`src/rtl/exotiny_pkg.sv`:
```
// Shared types and constants for the exotiny QSPI memory controller:
// transfer FSM states, command opcodes and phase lengths in SPI clocks.
package exotiny_pkg;

  typedef enum logic [2:0] {
    IDLE  = 3'd0,
    CMD   = 3'd1,
    ADDR  = 3'd2,
    MODE  = 3'd3,
    DUMMY = 3'd4,
    DATA  = 3'd5,
    DONE  = 3'd6
  } qspi_state_e;

  localparam logic [7:0] QSPI_CMD_READ  = 8'hEB;
  localparam logic [7:0] QSPI_CMD_WRITE = 8'h38;

  localparam logic [3:0] CMD_CLKS       = 4'd8;
  localparam logic [3:0] ADDR_CLKS      = 4'd6;
  localparam logic [3:0] MODE_CLKS      = 4'd2;
  localparam logic [3:0] ROM_DUMMY_CLKS = 4'd4;
  localparam logic [3:0] RAM_DUMMY_CLKS = 4'd6;
  localparam logic [3:0] DATA_CLKS      = 4'd8;

  // The bus word is little-endian on the wire: byte 0 goes out first.
  function automatic logic [31:0] bswap32(input logic [31:0] w);
    return {w[7:0], w[15:8], w[23:16], w[31:24]};
  endfunction

endpackage

```
`src/rtl/qspi_shreg.sv`:
```
// Nibble shifter with per-phase clock counter. Drives one bit (command) or
// one nibble per SPI clock and assembles incoming nibbles into a word.
module qspi_shreg
  import exotiny_pkg::*;
(
  input  logic        clk_i,
  input  logic        rst_in,
  input  logic        load,
  input  logic [31:0] load_data,
  input  logic [3:0]  load_cnt,
  input  logic        step,
  input  logic        single,
  input  logic        clr,
  input  logic        sample,
  input  logic [3:0]  sd_in,
  output logic [3:0]  sd_out,
  output logic        last,
  output logic [31:0] rx_word
);

  logic [31:0] sh_r;
  logic [31:0] rx_r;
  logic [31:0] cur_s;
  logic [3:0]  cnt_r;
  logic [3:0]  cnt_base_s;
  logic [3:0]  unit_s;
  logic [3:0]  sd_r;

  // A step that coincides with a load drives the first unit of the new phase.
  always_comb begin
    cur_s      = sh_r;
    cnt_base_s = cnt_r;
    unit_s     = 4'h0;
    if (load) begin
      cur_s      = load_data;
      cnt_base_s = load_cnt;
    end else begin
      cur_s      = sh_r;
      cnt_base_s = cnt_r;
    end
    if (single) begin
      unit_s = {3'b000, cur_s[31]};
    end else begin
      unit_s = cur_s[31:28];
    end
  end

  // Shifter, counter, line register and receive register.
  always_ff @(posedge clk_i) begin
    if (!rst_in) begin
      sh_r  <= 32'h0000_0000;
      cnt_r <= 4'd0;
      rx_r  <= 32'h0000_0000;
      sd_r  <= 4'h0;
    end else begin
      if (step) begin
        sh_r  <= single ? {cur_s[30:0], 1'b0} : {cur_s[27:0], 4'h0};
        cnt_r <= cnt_base_s - 4'd1;
      end else if (load) begin
        sh_r  <= load_data;
        cnt_r <= load_cnt;
      end
      if (clr) begin
        sd_r <= 4'h0;
      end else if (step) begin
        sd_r <= unit_s;
      end
      if (sample) begin
        rx_r <= rx_word;
      end
    end
  end

  assign rx_word = {rx_r[27:0], sd_in};
  assign last    = (cnt_r == 4'd0);
  assign sd_out  = sd_r;

endmodule

```
`src/rtl/qspi_mem_ctrl.sv`:
```
// QSPI controller for one ROM (read-only flash) and one RAM device. Each SPI
// clock is two clk_i cycles; cycle 1 of a transfer is a CS setup cycle.
module qspi_mem_ctrl
  import exotiny_pkg::*;
(
  input  logic        clk_i,
  input  logic        rst_in,
  input  logic        req_i,
  input  logic        we_i,
  input  logic        ram_i,
  input  logic [23:0] addr_i,
  input  logic [31:0] wdata_i,
  output logic [31:0] rdata_o,
  output logic        ack_o,
  output logic        mem_cs_rom_on,
  output logic        mem_cs_ram_on,
  output logic        mem_sck_o,
  output logic [3:0]  mem_sd_o,
  output logic [3:0]  mem_sd_oen_o,
  input  logic [3:0]  mem_sd_i
);

  qspi_state_e state_r, state_s;
  // phase_r=1: the current cycle is a high phase (or the setup cycle), so the
  // next edge opens a low phase.
  logic        phase_r, phase_s;
  logic        we_r, ram_r;
  logic [23:0] addr_r;
  logic [31:0] wdata_r;
  logic        cs_rom_r, cs_rom_s, cs_ram_r, cs_ram_s;
  logic        sck_r, sck_s, ack_r, ack_s;
  logic [3:0]  oen_r, oen_s;
  logic [31:0] rdata_r, rdata_s;
  logic        latch_s, load_s, step_s, single_s, clr_s, sample_s, last_s;
  logic [31:0] load_data_s, rx_word_s;
  logic [3:0]  load_cnt_s;

  qspi_shreg u_shreg (
    .clk_i     (clk_i),
    .rst_in    (rst_in),
    .load      (load_s),
    .load_data (load_data_s),
    .load_cnt  (load_cnt_s),
    .step      (step_s),
    .single    (single_s),
    .clr       (clr_s),
    .sample    (sample_s),
    .sd_in     (mem_sd_i),
    .sd_out    (mem_sd_o),
    .last      (last_s),
    .rx_word   (rx_word_s)
  );

  // Next-state, phase sequencing and next values of the registered outputs.
  always_comb begin
    state_s     = state_r;
    phase_s     = phase_r;
    cs_rom_s    = cs_rom_r;
    cs_ram_s    = cs_ram_r;
    sck_s       = sck_r;
    oen_s       = oen_r;
    ack_s       = 1'b0;
    rdata_s     = rdata_r;
    latch_s     = 1'b0;
    load_s      = 1'b0;
    load_data_s = 32'h0000_0000;
    load_cnt_s  = 4'd0;
    step_s      = 1'b0;
    single_s    = 1'b0;
    clr_s       = 1'b0;
    sample_s    = 1'b0;
    case (state_r)
      IDLE: begin
        if (req_i) begin
          latch_s = 1'b1;
          if (we_i && !ram_i) begin
            state_s = DONE;
            ack_s   = 1'b1;
          end else begin
            state_s     = CMD;
            phase_s     = 1'b1;
            cs_rom_s    = ram_i;
            cs_ram_s    = !ram_i;
            load_s      = 1'b1;
            load_data_s = {(we_i ? QSPI_CMD_WRITE : QSPI_CMD_READ), 24'h00_0000};
            load_cnt_s  = CMD_CLKS;
          end
        end else begin
          state_s = IDLE;
        end
      end
      CMD, ADDR, MODE, DUMMY, DATA: begin
        if (!phase_r) begin
          sck_s   = 1'b1;
          phase_s = 1'b1;
        end else begin
          sck_s    = 1'b0;
          phase_s  = 1'b0;
          sample_s = (state_r == DATA) && !we_r;
          step_s   = 1'b1;
          if (!last_s) begin
            single_s = (state_r == CMD);
            if (state_r == CMD) begin
              oen_s = 4'b0001;
            end else begin
              oen_s = oen_r;
            end
          end else begin
            load_s = 1'b1;
            case (state_r)
              CMD: begin
                state_s     = ADDR;
                load_data_s = {addr_r, 8'h00};
                load_cnt_s  = ADDR_CLKS;
                oen_s       = 4'hF;
              end
              ADDR: begin
                if (we_r) begin
                  state_s     = DATA;
                  load_data_s = bswap32(wdata_r);
                  load_cnt_s  = DATA_CLKS;
                  oen_s       = 4'hF;
                end else if (!ram_r) begin
                  state_s    = MODE;
                  load_cnt_s = MODE_CLKS;
                  oen_s      = 4'hF;
                end else begin
                  state_s    = DUMMY;
                  load_cnt_s = RAM_DUMMY_CLKS;
                  oen_s      = 4'h0;
                end
              end
              MODE: begin
                state_s    = DUMMY;
                load_cnt_s = ROM_DUMMY_CLKS;
                oen_s      = 4'h0;
              end
              DUMMY: begin
                state_s    = DATA;
                load_cnt_s = DATA_CLKS;
                oen_s      = 4'h0;
              end
              default: begin
                // Last data nibble sampled on this edge: close the transfer.
                state_s  = DONE;
                load_s   = 1'b0;
                step_s   = 1'b0;
                clr_s    = 1'b1;
                cs_rom_s = 1'b1;
                cs_ram_s = 1'b1;
                oen_s    = 4'h0;
                ack_s    = 1'b1;
                if (!we_r) begin
                  rdata_s = bswap32(rx_word_s);
                end else begin
                  rdata_s = rdata_r;
                end
              end
            endcase
          end
        end
      end
      DONE: begin
        state_s = IDLE;
      end
      default: begin
        state_s = IDLE;
      end
    endcase
  end

  // State register and registered pin/bus outputs.
  always_ff @(posedge clk_i) begin
    if (!rst_in) begin
      state_r  <= IDLE;
      phase_r  <= 1'b0;
      cs_rom_r <= 1'b1;
      cs_ram_r <= 1'b1;
      sck_r    <= 1'b0;
      oen_r    <= 4'h0;
      ack_r    <= 1'b0;
      rdata_r  <= 32'h0000_0000;
    end else begin
      state_r  <= state_s;
      phase_r  <= phase_s;
      cs_rom_r <= cs_rom_s;
      cs_ram_r <= cs_ram_s;
      sck_r    <= sck_s;
      oen_r    <= oen_s;
      ack_r    <= ack_s;
      rdata_r  <= rdata_s;
    end
  end

  // Request fields captured at acceptance; later input changes are ignored.
  always_ff @(posedge clk_i) begin
    if (!rst_in) begin
      we_r    <= 1'b0;
      ram_r   <= 1'b0;
      addr_r  <= 24'h00_0000;
      wdata_r <= 32'h0000_0000;
    end else if (latch_s) begin
      we_r    <= we_i;
      ram_r   <= ram_i;
      addr_r  <= addr_i;
      wdata_r <= wdata_i;
    end
  end

  assign mem_cs_rom_on = cs_rom_r;
  assign mem_cs_ram_on = cs_ram_r;
  assign mem_sck_o     = sck_r;
  assign mem_sd_oen_o  = oen_r;
  assign ack_o         = ack_r;
  assign rdata_o       = rdata_r;

endmodule
```
`config.mk`:
```
export PLATFORM = sky130hd
export DESIGN_NAME = qspi_mem_ctrl
export DESIGN_NICKNAME = d
export VERILOG_FILES = /design/src/rtl/exotiny_pkg.sv /design/src/rtl/qspi_shreg.sv /design/src/rtl/qspi_mem_ctrl.sv
export SDC_FILE = /design/constraint.sdc
export NUM_CORES = 1
export LEC_CHECK = 0
export CORE_MARGIN = 2
export CORE_UTILIZATION = 40
export DETAILED_ROUTE_END_ITERATION = 10
export SYNTH_ARGS = -nofsm -noshare
export SYNTH_HDL_FRONTEND = slang
export SYNTH_HIERARCHICAL = 1
export SYNTH_SLANG_ARGS = --single-unit
```
`constraint.sdc`:
```
create_clock -name clk_i -period 2.57 [get_ports clk_i]
set_input_delay 0.3855 -clock clk_i [delete_from_list [all_inputs] [get_ports clk_i]]
set_output_delay 0.3855 -clock clk_i [all_outputs]
set_load 0.005 [all_outputs]
```
== Word level (Yosys, flattened, before mapping) ==
Cells that the tools add are included.

* Add/sub/neg operators: 1
* Equal/unequal tests: 10
* Multiplexer cells: 71
* Bitwise operators: 3
* Reduce and logical (&&, ||, !) cells: 16

{| class="wikitable"
|+ Operator list
! cell !! number
|-
| 32-bit 2-to-1 mux || 8
|-
| 32-bit case mux with 2 select lines || 2
|-
| 4-bit 2-to-1 mux || 12
|-
| 1-bit 2-to-1 mux || 31
|-
| 3-bit 2-to-1 mux || 7
|-
| 4-bit case mux with 2 select lines || 2
|-
| 4-bit case mux with 4 select lines || 1
|-
| 3-bit case mux with 4 select lines || 1
|-
| 2-bit inequality test (second input constant) || 5
|-
| 1-bit case mux with 2 select lines || 5
|-
| 8-bit 2-to-1 mux || 1
|-
| 3-bit by 2-bit == test with 1-bit output (second input constant) || 2
|-
| 3-bit == test (second input constant) || 2
|-
| 3-bit case mux with 2 select lines || 1
|-
| 3-bit AND reduction || 2
|-
| 6-bit AND reduction || 1
|-
| 5-bit AND reduction || 1
|-
| 5-bit OR reduction || 1
|-
| 4-bit logical NOT || 1
|-
| 2-bit nonzero test || 2
|-
| 4-bit OR reduction || 1
|-
| 4-bit by 1-bit subtractor with 4-bit output (second input constant) || 1
|-
| 3-bit by 1-bit == test with 1-bit output (second input constant) || 1
|-
| 3-bit logical NOT || 1
|-
| other kinds (5) || 9
|}

* Register bits: 170

== Logic depth before layout (Yosys ltp) ==
* Depth after elaboration: 9
* Depth in mapped cells: 13

== Hierarchy ==
The synthesis kept the hierarchy.

{| class="wikitable"
|+ By module, submodules not included
! module !! times used !! cells an instance !! area an instance (um2) !! sequential area each (um2)
|-
| qspi_mem_ctrl || 1 || 555 || 4,177.8 || 2,001.9
|-
| qspi_shreg || 1 || 328 || 3,240.6 || 1,361.3
|}

== Least setup slack after synthesis ==
No wires, ideal clock.

* Path type: reg-to-reg
* Start point: reg u_shreg.cnt_r[1]
* End point: reg u_shreg.cnt_r[1]
* Data arrival time: 2.266 ns
* Required time: 2.484 ns
* Setup slack: 0.219 ns
* Cell stages (with the launch flop): 11
* Path buffers: 2
* Cells stage by stage: dfxtp_1 > nor4_1 > and2_1 > nand3_1 > nand2_1 > buf_6 > buf_12 > mux2i_4 > ha_1 > and2_1 > a211oi_1

* Longest elaborated chain between the ends: 7

{| class="wikitable"
|+ RTL lines
! element !! line !! RTL
|-
| from (decl) || qspi_shreg.sv:24 || <nowiki>logic [3:0] cnt_r;</nowiki>
|-
| from (signal assigned) || qspi_shreg.sv:58 || <nowiki>cnt_r <= cnt_base_s - 4'd1;</nowiki>
|-
| from (signal assigned) || qspi_shreg.sv:61 || <nowiki>cnt_r <= load_cnt;</nowiki>
|-
| 4-bit logical NOT (*) || qspi_shreg.sv:75 || <nowiki>assign last = (cnt_r == 4'd0);</nowiki>
|-
| named net last_s || qspi_mem_ctrl.sv:34 || <nowiki>logic latch_s, load_s, step_s, single_s, clr_s, sample_s, last_s;</nowiki>
|-
| 1-bit 2-to-1 mux (*) || qspi_mem_ctrl.sv:101 || <nowiki>if (!last_s) begin</nowiki>
|-
| 1-bit 2-to-1 mux (*) || qspi_mem_ctrl.sv:93 || <nowiki>if (!phase_r) begin</nowiki>
|-
| 1-bit case mux with 2 select lines (*) || qspi_mem_ctrl.sv:72 || <nowiki>case (state_r)</nowiki>
|-
| named net load_s || qspi_mem_ctrl.sv:34 ||
|-
| 4-bit 2-to-1 mux (*) || qspi_shreg.sv:59 || <nowiki>end else if (load) begin</nowiki>
|-
| 4-bit by 1-bit subtractor with 4-bit output || qspi_shreg.sv:58 ||
|-
| 4-bit 2-to-1 mux (*) || qspi_shreg.sv:56 || <nowiki>if (step) begin</nowiki>
|}

Mark *: on every way through the listed nets, which the timed path passes. The rest lies on a longest branch.
A chain may end at the register's enable or synchronous reset.

== Worst setup path in the final report ==
* Start point: reg u_shreg.cnt_r[1]
* End point: reg u_shreg.sh_r[6]

* Longest elaborated chain between the ends: 7

{| class="wikitable"
|+ RTL lines
! element !! line !! RTL
|-
| 4-bit logical NOT (*) || qspi_shreg.sv:75 ||
|-
| named net last_s || qspi_mem_ctrl.sv:34 ||
|-
| 1-bit 2-to-1 mux (*) || qspi_mem_ctrl.sv:101 ||
|-
| 1-bit 2-to-1 mux (*) || qspi_mem_ctrl.sv:93 ||
|-
| 1-bit case mux with 2 select lines (*) || qspi_mem_ctrl.sv:72 ||
|-
| named net load_s || qspi_mem_ctrl.sv:34 ||
|-
| 32-bit 2-to-1 mux (*) || qspi_shreg.sv:34 || <nowiki>if (load) begin</nowiki>
|-
| 32-bit 2-to-1 mux || qspi_shreg.sv:57 || <nowiki>sh_r <= single ? {cur_s[30:0], 1'b0} : {cur_s[27:0], 4'h0};</nowiki>
|-
| 32-bit 2-to-1 mux (*) || qspi_shreg.sv:56 ||
|-
| to (signal assigned) || qspi_shreg.sv:57 ||
|-
| to (signal assigned) || qspi_shreg.sv:60 || <nowiki>sh_r <= load_data;</nowiki>
|-
| to (decl) || qspi_shreg.sv:21 || <nowiki>logic [31:0] sh_r;</nowiki>
|}

Marked as above.

==> impl_metrics.ini <==
[run_status]
result_of_the_run = finished clean

[critical_path]
worst_setup_path_end_kind = flip-flop
worstReg2RegEnd = u_shreg/sh_r[6]$_SDFF_PN0_
worst-path-max-fanout = 8
start_kind = flip-flop
worstPathRequired_ps = 2890
cp-endpoint = u_shreg/sh_r[6]$_SDFF_PN0_
timing.reg2reg.worst_path_depth = 9
timing.rr.start = u_shreg/cnt_r[1]$_SDFF_PN0_
crit_path_start = u_shreg/cnt_r[1]$_SDFF_PN0_
critPathKind = reg -> reg
reg2reg_slack_ps = 320
timing.critical_path.arrival_ps = 2570

[synthesis]
synth_cell_types = 53
post_synth_instance_area_um2 = 7420
ys_ff_latch = 168
most_area_consuming_cells_after_synthesis = sky130_fd_sc_hd__dfxtp_1 45%, sky130_fd_sc_hd__nand2_1 9.8%, sky130_fd_sc_hd__a21oi_1 6.7%, sky130_fd_sc_hd__mux2i_1 5.4%, sky130_fd_sc_hd__nor2_1 5.3%
share_of_the_yosys_chip_area_belonging_to_registers_pct = 45.3
avgSynthCellArea_um2 = 8.40
netlist_instances = 883
synth_nets = 949
main_synth_ff_type = sky130_fd_sc_hd__dfxtp_1
synth_largest_area_cell = sky130_fd_sc_hd__dfxtp_1
synthArstFlopShare_pct = 0
synth_largest_type_area_fraction_pct = 45.3
ys_top_cells_by_count = 194 x sky130_fd_sc_hd__nand2_1, 168 x sky130_fd_sc_hd__dfxtp_1, 104 x sky130_fd_sc_hd__nor2_1
yosys.cell_count.top_type = sky130_fd_sc_hd__nand2_1
synth-edff-count = 0
synthesis.yosys.warnings = 6

[global_route]
pin_count_of_the_biggest_net_entering_global_routing = 75
grt_overflow_total = 0
grtUsageTotal_pct = 19.0
grt_pass1_vias = 5934
grt_first_pass_wirelength_mm = 30.3
antenna_violations_before_repair = 0

[min_path]
hold_path.class = reg -> reg
hold-path-cell-count = 2

[routing]
route.detailed.drc = 0
num_vias = 6221
avgRoutedWirePerCell_um = 15.3
drt-vias-per-instance = 5.11
detail_route.first_pass.iterations = 5
first_iter_violations = 338
final_antenna_net_count = 0
drt_total_wl_mm = 18.6

[timing]
whs_ps = 453
finClkSkew_ps = 9.92
fin_crit_ps = 2250
achievable-frequency_ghz = 0.444
setup_total_negative_slack_ps = 0
final-max-slew-violation-count = 0
setup_ws_ps = 319
timing_hold_violations_final = 0
setup_viol = 0
final_cycle_share_pct = 87.6
setup_repair_after_global_routing_missed_its_margin = no

[finish]
multi_input_area_um2 = 3560
area.growth.synth_to_final_pct = 25.9
seq_area_um2 = 3360
fillCellCount = 1715
finalNonFillerCells = 1217
fin_nets = 1041
layout-drive-gt1-share_pct = 11.4
antenna_cells = 0

[placed_design]
gp_congestion = 0.841
number_of_input_and_output_port_buffers_inserted = 108
detailed_placement_hpwl_mm = 12.6
dp_cells = 1185
pre_cts_slack_ps = 125

[pwr]
p_leak_uw = 0.00330
p_int_uw = 5260
share_of_total_power_in_the_clock_network_pct = 31.9
power.share.switching_pct = 32.7
pwr-share-comb_pct = 28.6
max_ir_drop_vdd_v = 0.000551
pwr_density_cell_nw_per_um2 = 836
power.switching_uw = 2550
sequentialPowerShare_pct = 39.5

[clocking]
insertion_delay_ps = 430
clock_transition_at_the_register_clock_pins_on_the_worst_setup_and_hold_paths_after_cts_ps = 70
clock_path_buffers = 2
clock_sink_count = 168
cts_made_buffers = 17
ctsRootBufferMaster = sky130_fd_sc_hd__clkbuf_16
cts_resized = 0
hold_buffers = 0
cts_setup_buffers = 0
tritoncts_clock_tree = done
cts_htree_levels = 4

[die]
rows = 49
initial_core_util_pct = 41.0
core_area_um2 = 18100
die-height_um = 140
die_w_um = 140
fp.dieArea_um2 = 19700
ioPinCount = 109

[run]
max-cap-violations = 0
-- how the worst min path moves through the flow --
stage	to	from
floorplan	rdata_o[4]$_SDFFE_PN0P_	u_shreg/rx_r[24]$_SDFFE_PN0P_
global placement	rdata_o[18]$_SDFFE_PN0P_	rdata_o[18]$_SDFFE_PN0P_
detailed placement	wdata_r[30]$_SDFFE_PN0P_	wdata_r[30]$_SDFFE_PN0P_
CTS	rdata_o[6]$_SDFFE_PN0P_	u_shreg/rx_r[26]$_SDFFE_PN0P_
global route	wdata_r[30]$_SDFFE_PN0P_	wdata_r[30]$_SDFFE_PN0P_
finish	rdata_o[22]$_SDFFE_PN0P_	rdata_o[22]$_SDFFE_PN0P_
-- metrics by stage --
stage / util, % / power (µW) / cell area (µm²)
after CTS: 51.6 / 7880 / 9340
after detailed placement: 48.5 / 5380 / 8770
final: 51.6 / 7810 / 9340
after global placement: 48.5 / 5360 / 8770
after global routing: 51.6 / 8240 / 9340
after floorplan: - / 4720 / 7420
-- per-layer routing --
| layer | GRT usage [%] | share of wire [%] | up-vias |
|---|---|---|---|
| met1 | 26.5 | 49 | 2945 |
| met3 | 5.47 | 5.8 | 16 |
| met5 | 0 | 0 | - |
| li1 | - | - | 3149 |
| met4 | 6.91 | 1.4 | 0 |
| met2 | 28.0 | 43 | 111 |
-- state kept, by name (all words and copies together), names as in the netlist, 2 cells and up --
signal and flops:
u_shreg/rx_r 28, mem_sd_oen_o 2, u_shreg/sd_out 4, state_r 3, rdata_o 32, u_shreg/sh_r 32, addr_r 24, u_shreg/cnt_r 4
wdata_r 32
-- power groups by stage --
stage | clock, µW | combinational (µW) | sequential (µW)
3_5_place_dp | 0 | 2240 | 3140
4_1_cts | 2540 | 2240 | 3090
2_1_floorplan | 0 | 1650 | 3070
6_report | 2490 | 2230 | 3090
3_3_place_gp | 0 | 2220 | 3140
5_1_grt | 2650 | 2460 | 3130
-- area by class of cell --
class	instances	share of cell area, %
clock buffer	18	4.70
clock inverter	14	1.45
inverter	29	1.17
multi-input combinational	616	38.2
sequential	168	36.0
tap	229	3.07
timing repair buffer	143	15.5
-- layout by cell type (no fill, tap or decap), types with 3 or more instances in the layout --
cell type,count
sky130_fd_sc_hd__a21oi_1,99
sky130_fd_sc_hd__a22oi_1,25
sky130_fd_sc_hd__a31oi_1,3
sky130_fd_sc_hd__and2_1,13
sky130_fd_sc_hd__buf_12,8
sky130_fd_sc_hd__buf_4,27
sky130_fd_sc_hd__clkbuf_16,17
sky130_fd_sc_hd__clkdlybuf4s50_1,108
sky130_fd_sc_hd__clkinv_2,3
sky130_fd_sc_hd__dfxtp_1,168
sky130_fd_sc_hd__inv_1,27
sky130_fd_sc_hd__inv_6,4
sky130_fd_sc_hd__mux2_2,12
sky130_fd_sc_hd__mux2_4,18
sky130_fd_sc_hd__mux2i_1,40
sky130_fd_sc_hd__nand2_1,192
sky130_fd_sc_hd__nand2b_1,11
sky130_fd_sc_hd__nand3_1,7
sky130_fd_sc_hd__nor2_1,104
sky130_fd_sc_hd__nor2b_1,6
sky130_fd_sc_hd__nor3_1,3
sky130_fd_sc_hd__o21a_1,3
sky130_fd_sc_hd__o21ai_0,8
sky130_fd_sc_hd__o21ai_1,4
sky130_fd_sc_hd__o22a_1,3
sky130_fd_sc_hd__o22ai_2,3
sky130_fd_sc_hd__o31ai_1,6
sky130_fd_sc_hd__o32ai_1,19
-- worst max-delay path, cell delays in order, from the launching register on --
cell and delay (ps):
sky130_fd_sc_hd__dfxtp_1 330, sky130_fd_sc_hd__nor4_1 270, sky130_fd_sc_hd__buf_4 170, sky130_fd_sc_hd__and2_1 140, sky130_fd_sc_hd__nand3_1 100, sky130_fd_sc_hd__nand2_2 240
sky130_fd_sc_hd__buf_4 240, sky130_fd_sc_hd__mux2i_1 350, sky130_fd_sc_hd__mux2_2 230, sky130_fd_sc_hd__o22ai_2 60
-- logic make-up after synthesis --
group / share of synthesized area, %
simple gates: 20.4
buf+inv: 6.83
xor+xnor: 0.236
compound gates: 15.5
flops: 45.3
other cells: 0.0506
mux: 11.5
fa+ha+maj: 0.169
Power figures use the tool's default switching activity.
